File: config.mk
export PLATFORM = sky130hd
export DESIGN_NAME = sram_master
export DESIGN_NICKNAME = d
export VERILOG_FILES = /design/src/rtl/sram_master.sv
export SDC_FILE = /design/constraint.sdc
export NUM_CORES = 1
export LEC_CHECK = 0
export CAP_MARGIN = 20
export CORE_MARGIN = 3
export CORE_UTILIZATION = 30
export CTS_CLUSTER_DIAMETER = 50
export DETAILED_ROUTE_END_ITERATION = 16
export MAX_ROUTING_LAYER = met4
export PLACE_DENSITY_LB_ADDON = 0.12
export REMOVE_ABC_BUFFERS = 1
export SLEW_MARGIN = 15
export SYNTH_ARGS = -nofsm -noshare
export SYNTH_HDL_FRONTEND = slang
export SYNTH_SLANG_ARGS = --single-unit
File: constraint.sdc
create_clock -name clk -period 3.09 [get_ports clk]
set_input_delay 0.309 -clock clk [delete_from_list [all_inputs] [get_ports clk]]
set_output_delay 0.309 -clock clk [all_outputs]
set_load 0.05 [all_outputs]
File: src/rtl/sram_master.sv
// Request-stream front end for a single-port SRAM: one access per request, byte-lane writes,
// and a hardware sweep that fills [MEMBASE:MEMTOP] with INIT_VALUE.
module sram_master #(
    parameter int unsigned          DATAWIDTH  = 32,
    parameter int unsigned          ADDRWIDTH  = 16,
    parameter logic [ADDRWIDTH-1:0] MEMBASE    = 16'h0000,
    parameter logic [ADDRWIDTH-1:0] MEMTOP     = 16'hFFFF,
    parameter logic [DATAWIDTH-1:0] INIT_VALUE = 32'h0000_0000
) (
    input  logic                 clk,
    input  logic                 RSTn,
    input  logic                 req_valid,
    output logic                 req_ready,
    input  logic                 req_write,
    input  logic [ADDRWIDTH-1:0] req_addr,
    input  logic [3:0]           req_be,
    input  logic [DATAWIDTH-1:0] req_wdata,
    output logic                 rsp_valid,
    input  logic                 rsp_ready,
    output logic [DATAWIDTH-1:0] rsp_data,
    output logic                 rsp_err,
    input  logic                 init_start,
    output logic                 init_busy,
    output logic                 init_done,
    output logic [ADDRWIDTH-1:0] ADDRESS,
    output logic                 CS,
    output logic [3:0]           WE,
    output logic [DATAWIDTH-1:0] WDATA,
    input  logic [DATAWIDTH-1:0] RDATA
);

    typedef enum logic [1:0] {StIdle, StAccess, StResp, StInit} state_e;

    state_e                 r_state, w_state_nxt;
    logic                   r_rsp_valid, w_rsp_valid_nxt;
    logic [DATAWIDTH-1:0]   r_rsp_data, w_rsp_data_nxt;
    logic                   r_rsp_err, w_rsp_err_nxt;
    logic                   r_init_busy, w_init_busy_nxt;
    logic                   r_init_done, w_init_done_nxt;
    logic [ADDRWIDTH-1:0]   r_addr, w_addr_nxt;
    logic                   r_cs, w_cs_nxt;
    logic [3:0]             r_we, w_we_nxt;
    logic [DATAWIDTH-1:0]   r_wdata, w_wdata_nxt;
    // One bit wider than the address so a sweep ending at all-ones cannot wrap.
    logic [ADDRWIDTH:0]     r_init_cnt, w_init_cnt_nxt;

    logic                   w_below;
    logic                   w_above;
    logic                   w_illegal;
    logic                   w_sweep_last;
    logic [ADDRWIDTH:0]     w_cnt_inc;

    // Range bounds at the extremes of the address space are elided to keep compares non-constant.
    if (MEMBASE == '0) begin : g_no_floor
        assign w_below = 1'b0;
    end else begin : g_floor
        assign w_below = (req_addr < MEMBASE);
    end

    if (MEMTOP == '1) begin : g_no_ceiling
        assign w_above = 1'b0;
    end else begin : g_ceiling
        assign w_above = (req_addr > MEMTOP);
    end

    assign w_illegal    = w_below | w_above | (req_write & ~|req_be);
    assign w_sweep_last = (r_init_cnt == {1'b0, MEMTOP});
    assign w_cnt_inc    = r_init_cnt + {{ADDRWIDTH{1'b0}}, 1'b1};

    assign req_ready = RSTn & (r_state == StIdle) & ~init_start;
    assign rsp_valid = r_rsp_valid;
    assign rsp_data  = r_rsp_data;
    assign rsp_err   = r_rsp_err;
    assign init_busy = r_init_busy;
    assign init_done = r_init_done;
    assign ADDRESS   = r_addr;
    assign CS        = r_cs;
    assign WE        = r_we;
    assign WDATA     = r_wdata;

    always_ff @(posedge clk or negedge RSTn) begin
        if (!RSTn) begin
            r_state     <= StIdle;
            r_rsp_valid <= 1'b0;
            r_rsp_data  <= '0;
            r_rsp_err   <= 1'b0;
            r_init_busy <= 1'b0;
            r_init_done <= 1'b0;
            r_addr      <= '0;
            r_cs        <= 1'b0;
            r_we        <= 4'h0;
            r_wdata     <= '0;
            r_init_cnt  <= '0;
        end else begin
            r_state     <= w_state_nxt;
            r_rsp_valid <= w_rsp_valid_nxt;
            r_rsp_data  <= w_rsp_data_nxt;
            r_rsp_err   <= w_rsp_err_nxt;
            r_init_busy <= w_init_busy_nxt;
            r_init_done <= w_init_done_nxt;
            r_addr      <= w_addr_nxt;
            r_cs        <= w_cs_nxt;
            r_we        <= w_we_nxt;
            r_wdata     <= w_wdata_nxt;
            r_init_cnt  <= w_init_cnt_nxt;
        end
    end

    always_comb begin
        w_state_nxt     = r_state;
        w_rsp_valid_nxt = r_rsp_valid;
        w_rsp_data_nxt  = r_rsp_data;
        w_rsp_err_nxt   = r_rsp_err;
        w_init_busy_nxt = 1'b0;
        w_init_done_nxt = 1'b0;
        w_addr_nxt      = r_addr;
        w_cs_nxt        = 1'b0;
        w_we_nxt        = 4'h0;
        w_wdata_nxt     = r_wdata;
        w_init_cnt_nxt  = r_init_cnt;

        unique case (r_state)
            StIdle: begin
                if (init_start) begin
                    w_state_nxt     = StInit;
                    w_init_busy_nxt = 1'b1;
                    w_init_cnt_nxt  = {1'b0, MEMBASE};
                    w_addr_nxt      = MEMBASE;
                    w_cs_nxt        = 1'b1;
                    w_we_nxt        = 4'hF;
                    w_wdata_nxt     = INIT_VALUE;
                end else if (req_valid) begin
                    if (w_illegal) begin
                        w_state_nxt     = StResp;
                        w_rsp_valid_nxt = 1'b1;
                        w_rsp_err_nxt   = 1'b1;
                        w_rsp_data_nxt  = '0;
                    end else begin
                        w_state_nxt = StAccess;
                        w_addr_nxt  = req_addr;
                        w_cs_nxt    = 1'b1;
                        if (req_write) begin
                            w_we_nxt    = req_be;
                            w_wdata_nxt = req_wdata;
                        end
                    end
                end
            end
            StAccess: begin
                // WE still holds the access type: all-zero means this was a read.
                w_state_nxt     = StResp;
                w_rsp_valid_nxt = 1'b1;
                w_rsp_err_nxt   = 1'b0;
                w_rsp_data_nxt  = (r_we == 4'h0) ? RDATA : '0;
            end
            StResp: begin
                if (rsp_ready) begin
                    w_state_nxt     = StIdle;
                    w_rsp_valid_nxt = 1'b0;
                end
            end
            StInit: begin
                if (w_sweep_last) begin
                    w_state_nxt     = StIdle;
                    w_init_done_nxt = 1'b1;
                end else begin
                    w_init_busy_nxt = 1'b1;
                    w_init_cnt_nxt  = w_cnt_inc;
                    w_addr_nxt      = w_cnt_inc[ADDRWIDTH-1:0];
                    w_cs_nxt        = 1'b1;
                    w_we_nxt        = 4'hF;
                end
            end
            default: w_state_nxt = StIdle;
        endcase
    end

endmodule
==> metrics.txt <==
outcome complete, no violations; cts repair resizes 0; YS warnings 0; CP Cell Sequence ha_1 > nand3_1 > nor3_2 > and2_1 > ha_1 > nand2_1 > inv_1 > or3_4 > o21ai_2 > mux2_2; crit path kind reg2reg; Final Setup Violations 0; Async SR Flop Fraction 1.00; Slew Limit Fails 0; # rows 45; Post-DP Area 0.00684 mm2; Final Instance Area ~0.0072 mm2; Area Growth Syn to Fin 49.4%; total gr overflow 0; final hold vios 0; Worst-path clk slew 0.08 ns; Min Hold Slack 0.124 ns; Int Pwr approximately 4.0 mW; Inserted Clock Buffers 9; Yosys top cell by area dfrtp_1; Primary FF master, synth dfrtp_1; CTS H-tree depth 3; Slew Limit Headroom 0.515; PD cells 1040 mW/mm2; Worst-Skew Late Latency approximately 0.35 ns; cts hold-fix bufs 0; largest net degree at the start of global routing 56; startpoint types flip-flop; largest cells by area after synthesis dfrtp_1, a22o_1, o21ai_0; mapped cell area between 0.004 and 0.005 mm2; Final Skew ~0.0074 ns; DRC viols 0; Clk pwr share 0.170; clk sink count around 110; maximum VDD drop around 430 uV; RSZ-0062 raised after global routing no; global-route wire length before repair roughly 24 mm; Achievable Freq ~360 MHz; first-pass iteration count of the detailed router 4; Tcrit/Tclk final 0.892; synth cell count leaders dfrtp_1, a22o_1, nand2_1; most frequent cell after synthesis dfrtp_1; final setup TNS 0 ns; setup ws final between 0.3 and 0.4 ns; sequential share of power 0.284; Routed WL per cell roughly 18 um; share of post-route cells with drive strength above 1 0.0926; pre-CTS setup slack roughly 0.31 ns; CTS max path bufs 2; Initial Utilization 0.311; #FFs+latches synth between 100 and 150; Net Sw Power between 3 and 4 mW; Seq/Total Area, Yosys 0.564; Die W 132 um; Slowest Stage Delay on Critical Path ~0.51 ns; Static Leakage about 3 nW; post-synthesis average cell area about 12 um2; area fraction of the dominant cell type after synthesis 0.564; most frequent CP cell ha_1; TritonCTS clock tree built; HPWL Detailed 10.5 mm; final net count roughly 700; post-layout util 0.464; antenna-violating nets left 0; clock root cell clkbuf_16; post-CTS setup repair buffer count 0; buffers added on ports around 180; worst-path maximum fanout 21; I/O Pins 180; Critical Path RT between 3 and 4 ns; GR Util All Layers 0.173; vias in the first global route a little over 4000; Post-Route WL 14.5 mm; Worst-Margin Slew between 0.7 and 0.8 ns; critical path's slowest cell or3_4; die area 0.0175 mm2; DR vias/cell ~5; max-capacitance violation count 0; n_diodes 0; Die H between 100 and 150 um; vias approximately 4000; antenna violations before repair 0; crit end category flip-flop; Yosys cell types 51; combinational power share 0.547; post-synthesis cell count about 410; sw frac 0.457; Worst Path Arrival approximately 3.0 ns; 1st-iter DRT viols ~230; Placer Congestion between 0.8 and 0.9; Min-Delay Path Class in2async; min Tclk post-route between 2 and 3 ns; EDFF count, synth 0; Core Area roughly 0.015 mm2
## worst max-delay path: cells and delay by family (launching register included)
kind / cells / cell delay [ns]
AOI/OAI and AO/OA: 1 / 0.30
adders and majority gates: 2 / 0.44
buffers and inverters: 1 / 0.09
DFF: 1 / 0.44
muxes: 1 / 0.40
and+or+nand+nor: 5 / 0.96
## flip-flops by register name (all words and copies together), names as in the netlist
signal,count
WE,4
rsp_valid,1
WDATA,32
CS,1
r_init_cnt,17
init_busy,1
rsp_data,32
r_state,2
rsp_err,1
init_done,1
ADDRESS,16
## cell usage in the layout (no fill, tap or decap), types with 3 or more instances in the layout
cell,netlist,final
inv_1,19,19
nand2_1,29,29
o22a_1,3,3
a31oi_1,9,9
nand2b_1,8,8
o31ai_1,5,5
a221o_1,3,3
o21a_1,3,3
clkdlybuf4s50_1,0,178
a21o_1,6,6
a221oi_1,4,4
nand3_1,7,7
a21oi_1,12,12
mux2_2,4,4
nor2b_1,3,3
xnor2_1,4,4
nor3_1,4,4
a22o_1,70,70
nor4_1,5,5
mux2_4,4,4
o21ai_0,23,23
clkbuf_16,0,9
dfrtp_1,108,108
a211oi_1,5,5
buf_4,2,15
nor2_1,8,8
ha_1,6,6
## metrics by stage
| stage | std cells | power, mW |
|---|---|---|
| after global placement | 789 | 6.19 |
| after global routing | 805 | 7.85 |
| after detailed placement | 789 | 6.22 |
| final | 805 | 7.44 |
| after floorplan | 385 | 4.73 |
| after CTS | 805 | 7.53 |
## power by group through the flow
stage                     logic, mW  clock network [mW]  registers (mW)
after global placement         4.07                   0            2.13
after global routing           4.31                1.38            2.16
after CTS                      4.11                1.31            2.11
after detailed placement       4.09                   0            2.13
after floorplan                1.19                   0            3.54
final                          4.07                1.26            2.11
## per-layer routing
layer  GRT usage  up-vias  share of wire
li1            -     1896              -
met1       0.232     1968           0.47
met2       0.259      139           0.46
met3      0.0511       11          0.061
met4      0.0387        0          0.010
met5           -        -              0
## final cells by class
cell class | instances | area [um2]
clock inverter | 6 | 93.8
fill | 1487 | 8270
inverter | 19 | 71.3
clock buffer | 10 | 229
timing repair buffer | 193 | 1890
tap | 211 | 264
multi-input combinational | 258 | 1910
sequential | 108 | 2700
## cell families (layout without fill, tap and decap cells)
logic type	count (synthesis)	count (layout)	synth area share
AO/OA/AOI/OAI	154	154	0.244
buffers and inverters	45	228	0.0423
adder cells (fa/ha/maj)	6	6	0.0157
XOR/XNOR	5	5	0.00914
multiplexers	8	8	0.0219
AND/OR/NAND/NOR	85	85	0.103
flip-flops	108	108	0.564
## final timing paths
check / slack, ns / to / depth (start not counted) / from
hold / removal: 0.12 / rsp_data[1]$_DFFE_PN0P_ / 2 / RSTn
setup reg to reg: 0.33 / ADDRESS[0]$_DFFE_PN0P_ / 10 / r_init_cnt[0]$_DFFE_PN0P_
hold reg to reg: 0.48 / r_init_cnt[16]$_DFFE_PN0P_ / 2 / r_init_cnt[16]$_DFFE_PN0P_
setup / recovery: 0.33 / ADDRESS[0]$_DFFE_PN0P_ / 10 / r_init_cnt[0]$_DFFE_PN0P_
max in group asynchronous: 1.78 / ADDRESS[13]$_DFFE_PN0P_ / 3 / RSTn
min in group clk: 0.48 / r_init_cnt[16]$_DFFE_PN0P_ / 2 / r_init_cnt[16]$_DFFE_PN0P_
No activity file was read; power rests on OpenSTA's default activity.
